[config.mk]
export PLATFORM = sky130hd
export DESIGN_NAME = div
export DESIGN_NICKNAME = d
export VERILOG_FILES = /design/src/rtl/div_pkg.sv /design/src/rtl/div.sv
export SDC_FILE = /design/constraint.sdc
export NUM_CORES = 1
export LEC_CHECK = 0
export ABC_AREA = 1
export BUFFER_PORTS_ARGS = -buffer_cell sky130_fd_sc_hd__buf_2
export CORE_ASPECT_RATIO = 1.5
export CORE_MARGIN = 4
export CORE_UTILIZATION = 45
export CTS_CLUSTER_DIAMETER = 80
export DETAILED_ROUTE_END_ITERATION = 10
export PLACE_DENSITY = 0.68
export SETUP_SLACK_MARGIN = 0.15
export SLEW_MARGIN = 0
export SYNTH_ARGS = -nofsm -noshare
export SYNTH_HDL_FRONTEND = slang
export SYNTH_SLANG_ARGS = --single-unit
[constraint.sdc]
create_clock -name clk -period 5.6 [get_ports clk]
set_clock_uncertainty 0.2 [all_clocks]
set_input_delay 0.28 -clock clk [delete_from_list [all_inputs] [get_ports clk]]
set_output_delay 0.28 -clock clk [all_outputs]
set_load 0.02 [all_outputs]
[src/rtl/div_pkg.sv]
// Shared constants and state encoding for the multi-cycle restoring divider.
package div_pkg;

  localparam logic        RstEnable         = 1'b1;
  localparam logic [31:0] ZeroWord          = 32'h0000_0000;
  localparam logic        DivResultReady    = 1'b1;
  localparam logic        DivResultNotReady = 1'b0;
  localparam logic        DivStart          = 1'b1;
  localparam logic        DivStop           = 1'b0;

  typedef enum logic [1:0] {
    DivFree   = 2'b00,
    DivByZero = 2'b01,
    DivOn     = 2'b10,
    DivEnd    = 2'b11
  } div_state_e;

  // Two's-complement magnitude when neg is set, identity otherwise.
  function automatic logic [31:0] magnitude(input logic [31:0] v, input logic neg);
    return neg ? (~v + 32'd1) : v;
  endfunction

endpackage

[src/rtl/div.sv]
// 32-bit radix-2 restoring divider for DIV/DIVU; one quotient bit per cycle,
// result held as {remainder, quotient} until the requester drops start_i.
module div
  import div_pkg::*;
(
  input  logic        clk,
  input  logic        rst,
  input  logic        signed_div_i,
  input  logic [31:0] opdata1_i,
  input  logic [31:0] opdata2_i,
  input  logic        start_i,
  input  logic        annul_i,
  output logic [63:0] result_o,
  output logic        ready_o
);

  div_state_e  state_q, state_d;
  logic [64:0] dividend_q, dividend_d;
  logic [31:0] divisor_q, divisor_d;
  logic [5:0]  cnt_q, cnt_d;
  logic        signed_q, signed_d;
  logic        neg1_q, neg1_d;
  logic        neg2_q, neg2_d;
  logic        ready_d;
  logic [63:0] result_d;

  logic        op1_neg, op2_neg;
  logic [32:0] temp;

  assign op1_neg = signed_div_i & opdata1_i[31];
  assign op2_neg = signed_div_i & opdata2_i[31];

  // Trial subtract of the divisor from the current partial remainder.
  assign temp = {1'b0, dividend_q[63:32]} - {1'b0, divisor_q};

  always_comb begin
    // NOTE: every combinational output gets a default first so no path leaves
    // a variable unassigned, which would otherwise infer a latch.
    state_d    = state_q;
    dividend_d = dividend_q;
    divisor_d  = divisor_q;
    cnt_d      = cnt_q;
    signed_d   = signed_q;
    neg1_d     = neg1_q;
    neg2_d     = neg2_q;
    ready_d    = ready_o;
    result_d   = result_o;

    unique case (state_q)
      DivFree: begin
        ready_d  = DivResultNotReady;
        result_d = {ZeroWord, ZeroWord};
        if (start_i == DivStart && !annul_i) begin
          if (opdata2_i == ZeroWord) begin
            state_d = DivByZero;
          end else begin
            signed_d   = signed_div_i;
            neg1_d     = op1_neg;
            neg2_d     = op2_neg;
            dividend_d = {32'b0, magnitude(opdata1_i, op1_neg), 1'b0};
            divisor_d  = magnitude(opdata2_i, op2_neg);
            cnt_d      = 6'd0;
            state_d    = DivOn;
          end
        end
      end

      DivByZero: begin
        dividend_d = '0;
        state_d    = DivEnd;
      end

      DivOn: begin
        if (annul_i) begin
          state_d = DivFree;
          cnt_d   = 6'd0;
        end else if (cnt_q < 6'd32) begin
          if (temp[32]) begin
            dividend_d = {dividend_q[63:0], 1'b0};
          end else begin
            dividend_d = {temp[31:0], dividend_q[31:0], 1'b1};
          end
          cnt_d = cnt_q + 6'd1;
        end else begin
          // Restore signs: quotient negative when operand signs differ,
          // remainder takes the dividend's sign.
          if (signed_q && (neg1_q ^ neg2_q)) begin
            dividend_d[31:0] = ~dividend_q[31:0] + 32'd1;
          end
          if (signed_q && neg1_q) begin
            dividend_d[64:33] = ~dividend_q[64:33] + 32'd1;
          end
          state_d = DivEnd;
          cnt_d   = 6'd0;
        end
      end

      DivEnd: begin
        ready_d  = DivResultReady;
        result_d = {dividend_q[64:33], dividend_q[31:0]};
        if (start_i == DivStop) begin
          state_d  = DivFree;
          ready_d  = DivResultNotReady;
          result_d = {ZeroWord, ZeroWord};
        end
      end

      default: state_d = DivFree;
    endcase
  end

  // NOTE: sequential state uses non-blocking assignments so every register
  // samples the pre-edge values regardless of statement order.
  always_ff @(posedge clk) begin
    if (rst == RstEnable) begin
      state_q  <= DivFree;
      cnt_q    <= 6'd0;
      ready_o  <= DivResultNotReady;
      result_o <= {ZeroWord, ZeroWord};
    end else begin
      state_q  <= state_d;
      cnt_q    <= cnt_d;
      ready_o  <= ready_d;
      result_o <= result_d;
    end
  end

  // NOTE: the work registers are deliberately left out of reset; they are
  // always reloaded at acceptance before anything reads them.
  always_ff @(posedge clk) begin
    dividend_q <= dividend_d;
    divisor_q  <= divisor_d;
    signed_q   <= signed_d;
    neg1_q     <= neg1_d;
    neg2_q     <= neg2_d;
  end

endmodule

* Word level (Yosys, flattened, before mapping) *
Cells that the tools add are included.
Widths: inputs -> output; s select.

storage, ports and cells
  bits in registers = 173
  input port bits = 69

cells by class
  $add $sub $neg = 6
  order comparisons = 1
  equal/unequal tests = 11
  multiplexer cells = 27
  bitwise gates (word level) = 8
  reduce and logical (&&, ||, !) cells = 15

operators by type and width
  kind                   count
  $mux 65                4
  $pmux 65 s3            1
  $mux 32                6
  $add 32x1->32 const B  4
  $not 32->32            4
  $pmux 64 s2            1
  $mux 64                1
  $sub 32x32->33         1
  $logic_not 32->1       1
  $mux 6                 4
  $reduce_and 5->1       3
  $pmux 6 s2             1
  $mux 2                 5
  $ne 2x2->1 const B     5
  $ne 3x3->1 const B     3
  $reduce_and 3->1       3
  $pmux 2 s4             1
  $add 6x1->6 const B    1
  $lt 6x6->1 const B     1
  $eq 2x2->1 const B     2
  $reduce_bool 2->1      2
  $logic_and 1x1->1      3
  $reduce_bool 3->1      1
  $and 1x1->1            2
  7 further kinds        8

* Logic depth before layout (Yosys ltp) *
  word-level depth = 6
  mapped depth = 17
  mapped depth without buffers = 16

* Worst setup path before layout *
Ideal clock, no wire load.

  path kind = flip-flop to flip-flop
  start = register state_q[0]
  end = register dividend_q[0], enable pin
  data arrival time = 2654 ps
  path slack = 2314 ps
  stages on the path, launching flop included = 6
  period minus slack after synthesis = 3286 ps
  cell sequence = dfxtp_1 inv_1 ha_1 a221oi_1 o21ai_1 a21oi_1

between the ends
  cells in the longest elaborated chain, start to end = 3

ends and longest elaborated chain
  item                                                 RTL line    RTL
  from (decl)                                          div.sv:17   div_state_e state_q, state_d;
  from (signal assigned)                               div.sv:116  state_q <= DivFree;
  from (signal assigned)                               div.sv:121  state_q <= state_d;
  $eq 2x2->1 (tied with other cells)                   div.sv:49   unique case (state_q)
  $ne 3x3->1 (no source line) (tied with other cells)  -
  $reduce_and 5->1 (no source line) (*)                -
  to (signal assigned)                                 div.sv:131  dividend_q <= dividend_d;
  to (decl)                                            div.sv:18   logic [64:0] dividend_q, dividend_d;

Every way passes the cells marked *; elsewhere a longest branch is shown, timed or not.
A chain may end at the register's enable or synchronous reset.

* Final worst setup path *
  start = register cnt_q[5]
  end = register dividend_q[21] (data pin)

between the ends
  cells in the longest elaborated chain, start to end = 4

ends and longest elaborated chain
  item                    RTL line    RTL
  from (decl)             div.sv:20   logic [5:0] cnt_q, cnt_d;
  from (signal assigned)  div.sv:122  cnt_q <= cnt_d;
  $lt 6x6->1              div.sv:77   end else if (cnt_q < 6'd32) begin
  $mux 32                 div.sv:77
  $mux 65                 div.sv:74   if (annul_i) begin
  $pmux 65 s3             div.sv:49
  via dividend_d[21]      div.sv:18

The timed path passes the listed nets, and every way through them passes these cells. The select of a mux whose other input is x is not followed.

==> key figures <==
Floorplan
  – Row cnt: 75
  – Height of the die: 216 um
  – Die ar.: 0.0316 mm^2
  – Effective utilization at floorplan: 45.9%
  – Core Region: 0.0282 mm^2
  – Io pins: 134
  – Die W: 146 um

Setup path
  – Crit end category: flop
  – Crit path max fanout: 61
  – RR Endpoint: dividend_q[21]
  – Flop2flop setup slack: 2540 ps
  – Worst Path Required: 5600 ps
  – Path depth of the worst reg2reg path: 7
  – Critical path type: flop to flop
  – Crit path arrival time: 3060 ps
  – Worst reg2reg startpoint: cnt_q[5]
  – Startpoint types: flop

Synthesis
  – Simple-gate area share of the yosys netlist: 32.4%
  – Mean post-synth cell area: 6.90 um^2
  – Sequential share of the synthesized area: 34.5%
  – Number of synthesized flops with an enable pin: 100
  – FF+latch count, synth: 173
  – Largest family of logic cells by synthesized area: simple AND/OR/NAND/NOR gates
  – Post-synthesis cell count: 1,875
  – Compound-Gate Fraction of Synth Area: 14.9%
  – Synth Flop Type: edfxtp_1
  – Synth Warn #: 0
  – Multiplexer area fraction after synthesis: 0%
  – Synth Area in Adders: 4.32%
  – Synthesized Nets: 1,988
  – XOR/XNOR Fraction of Synth Area: 4.81%
  – Library cells used by synthesis: 54
  – Area of the mapped netlist: 0.0129 mm^2
  – FFs w/ async S/R, synth: 0%

GRT
  – Largest net degree at the start of global routing: 78
  – Total gr overflow: 0
  – Initial antenna violation count: 0
  – First-pass GRT wire length: 62.3 mm
  – Overall routing resource usage: 24.6%
  – Vias in the first global route: 12.4k

Final layout
  – Most frequent cells in the layout: nand2_1, inv_1, nor2_1
  – Final net count: 2,114
  – Commonest non-fill, non-tap cell in the layout: nand2_1
  – Area growth from synthesis to layout: 13.2%
  – Post-Layout Cell Count: 2,359
  – # diodes: 0
  – Final-layout fill cell count: 2,849
  – Layout cells sized above 1: 13.2%
  – Final Util: 52.0%

Timing
  – RSZ-0062 raised after global routing: false
  – Fmax: 327 MHz
  – Relative slew slack: 20.7%
  – Slew Limit Fails: 0
  – Slew of the pin with the lowest slew margin: 1190 ps
  – Hold Fails Final Rpt: 0
  – Hold Slack: 18.2 ps
  – Setup TNS: 0 ps
  – Final Setup Violations: 0
  – Minimum clock period: 3060 ps
  – Crit share post-route: 54.7%

Drt
  – Pre-Repair DR Iteration Count: 5
  – Vias per cell: 5.40
  – Drc violations: 0
  – Wirelength per Cell: 16.6 um
  – Total Wirelength: 39.3 mm
  – Routed Antenna Nets: 0
  – Vias: 12.7k
  – Initial DRC count: 773

Placement
  – Port Buf Inserts: 133
  – Placed Cells incl. Taps: 2,307
  – Routability cong.: 0.978
  – Hpwl dp: 30.6 mm

Outcome
  – Status: finished, final reports clean

CTS
  – CTS H-tree depth: 4
  – Post-CTS setup buffers: 0
  – Clk buf depth: 2
  – Clock transition at the registers of the reported paths: 60 ps
  – Clock insertion delay at the later pin of the skew report: 460 ps
  – TritonCTS Buffers: 17
  – TritonCTS clock tree: done
  – Root Driver: clkbuf_16
  – CTS Sinks: 173

Hold path
  – Hold path startpoint: opdata2_i[19]
  – Worst Hold Class: primary input to flop
  – Worst Hold Path Cells: 3
  – Hold EP: divisor_q[19]

Flow run
  – MaxCap Viol Count: 0

Power and ir drop
  – Leakage: 6.45 nW
  – Max IR drop VDD: 268 uV
  – Power Density: 454 mW/mm^2
-- what timing repair did --
action                    4_1_cts  5_1_grt
hold endpoints to repair       22        0
hold buffers                   21        0
gates resized for setup         0        0
-- final cells by class --
class                           instances  area, um^2  share of cell area, %
Sequential cell                       173        4470                   30.5
Clock inverter                          5        27.5                  0.188
Clock buffer                           26         533                   3.64
Tap cell                              346         433                   2.96
Timing Repair Buffer                  164         951                   6.50
Inverter                              244         916                   6.26
Multi-Input combinational cell       1401        7310                   49.9
-- power by group --
part / leakage (nW) / switching (mW) / internal, mW
logic: 4.61 / 2.26 / 0.992
registers: 1.56 / 0.438 / 1.79
clock network: 0.284 / 0.500 / 0.653
total: 6.45 / 3.20 / 3.44
-- Yosys cell counts, types with 3 or more instances --
cell type / instances / area share, %
nand2_1: 477 / 14
inv_1: 231 / 6.7
nor2_1: 222 / 6.4
a21oi_1: 177 / 6.8
nand3_1: 117 / 4.5
edfxtp_1: 100 / 23
dfxtp_1: 73 / 11
o21ai_0: 73 / 2.8
xor2_1: 59 / 4.0
ha_1: 43 / 4.2
clkbuf_1: 37 / 1.1
nor3_1: 27 / 1.0
o21ai_1: 26 / 1.0
nand4_1: 25 / 1.2
nand2_2: 14 / 0.68
nor4_1: 12 / 0.58
xnor2_1: 12 / 0.81
o211ai_1: 11 / 0.64
inv_2: 10 / 0.29
nor2_2: 10 / 0.48
o211ai_2: 10 / 0.97
buf_1: 7 / 0.20
buf_2: 7 / 0.27
nand3b_1: 7 / 0.41
nor3_2: 7 / 0.54
buf_6: 6 / 0.52
nand2_4: 6 / 0.52
o21bai_1: 6 / 0.35
a21oi_2: 5 / 0.34
nand3_2: 5 / 0.39
o31ai_1: 5 / 0.29
nor2_4: 4 / 0.35
o21ai_2: 4 / 0.27
o22ai_1: 4 / 0.19
a21o_1: 3 / 0.17
clkinv_1: 3 / 0.087
nor3_4: 3 / 0.38
o21a_1: 3 / 0.17
or2_2: 3 / 0.15
or2_4: 3 / 0.20
-- layer usage --
layer / routed length (um) / part of all wire, % / track usage (%)
met2: 20300 / 52 / 45.3
met4: 2210 / 5.6 / 14.5
met5: 0 / 0 / 0
met1: 14900 / 38 / 26.8
met3: 1850 / 4.7 / 3.06
-- registers in the layout, indices dropped and copies added (netlist names) --
register / cells
dividend_q: 65
result_o: 64
divisor_q: 32
cnt_q: 6
state_q: 2
neg1_q: 1
neg2_q: 1
ready_o: 1
signed_q: 1
-- worst max-delay path: stages (launching register included) --
cell,delay (ps)
dfxtp_2,310
buf_4,550
clkinv_1,750
buf_4,510
a21oi_1,180
o21ai_0,100
o211ai_1,90
nand2_1,80
-- cell families (layout without fill, tap and decap cells) --
| kind of cell | count (synthesis) | count (layout) |
|---|---|---|
| and+or+nand+nor | 950 | 950 |
| xor gates and xnor gates | 71 | 71 |
| buffers and inverters | 301 | 439 |
| DFF | 173 | 173 |
| adders and majority gates | 44 | 44 |
| AOI/OAI and AO/OA | 336 | 336 |
-- how the worst max path moves through the flow --
stage,from,end,slack [ps]
after global placement,cnt_q[5],dividend_q[42],2660
after global routing,cnt_q[5],dividend_q[64],2380
after CTS,cnt_q[5],dividend_q[21],2590
final,cnt_q[5],dividend_q[21],2540
after detailed placement,cnt_q[5],dividend_q[21],2600
after floorplan,state_q[0],dividend_q[0],2310
-- stage by stage --
step | instance area, um^2 | total power, mW | setup slack [ps]
finish | 14600 | 6.64 | 2540
global route | 14600 | 7.14 | 2380
CTS | 14600 | 6.63 | 2590
detailed placement | 13900 | 5.45 | 2600
global placement | 13900 | 5.41 | 2660
floorplan | 12900 | 4.55 | 2310
Note: power is estimated with default switching activity, not from simulation.
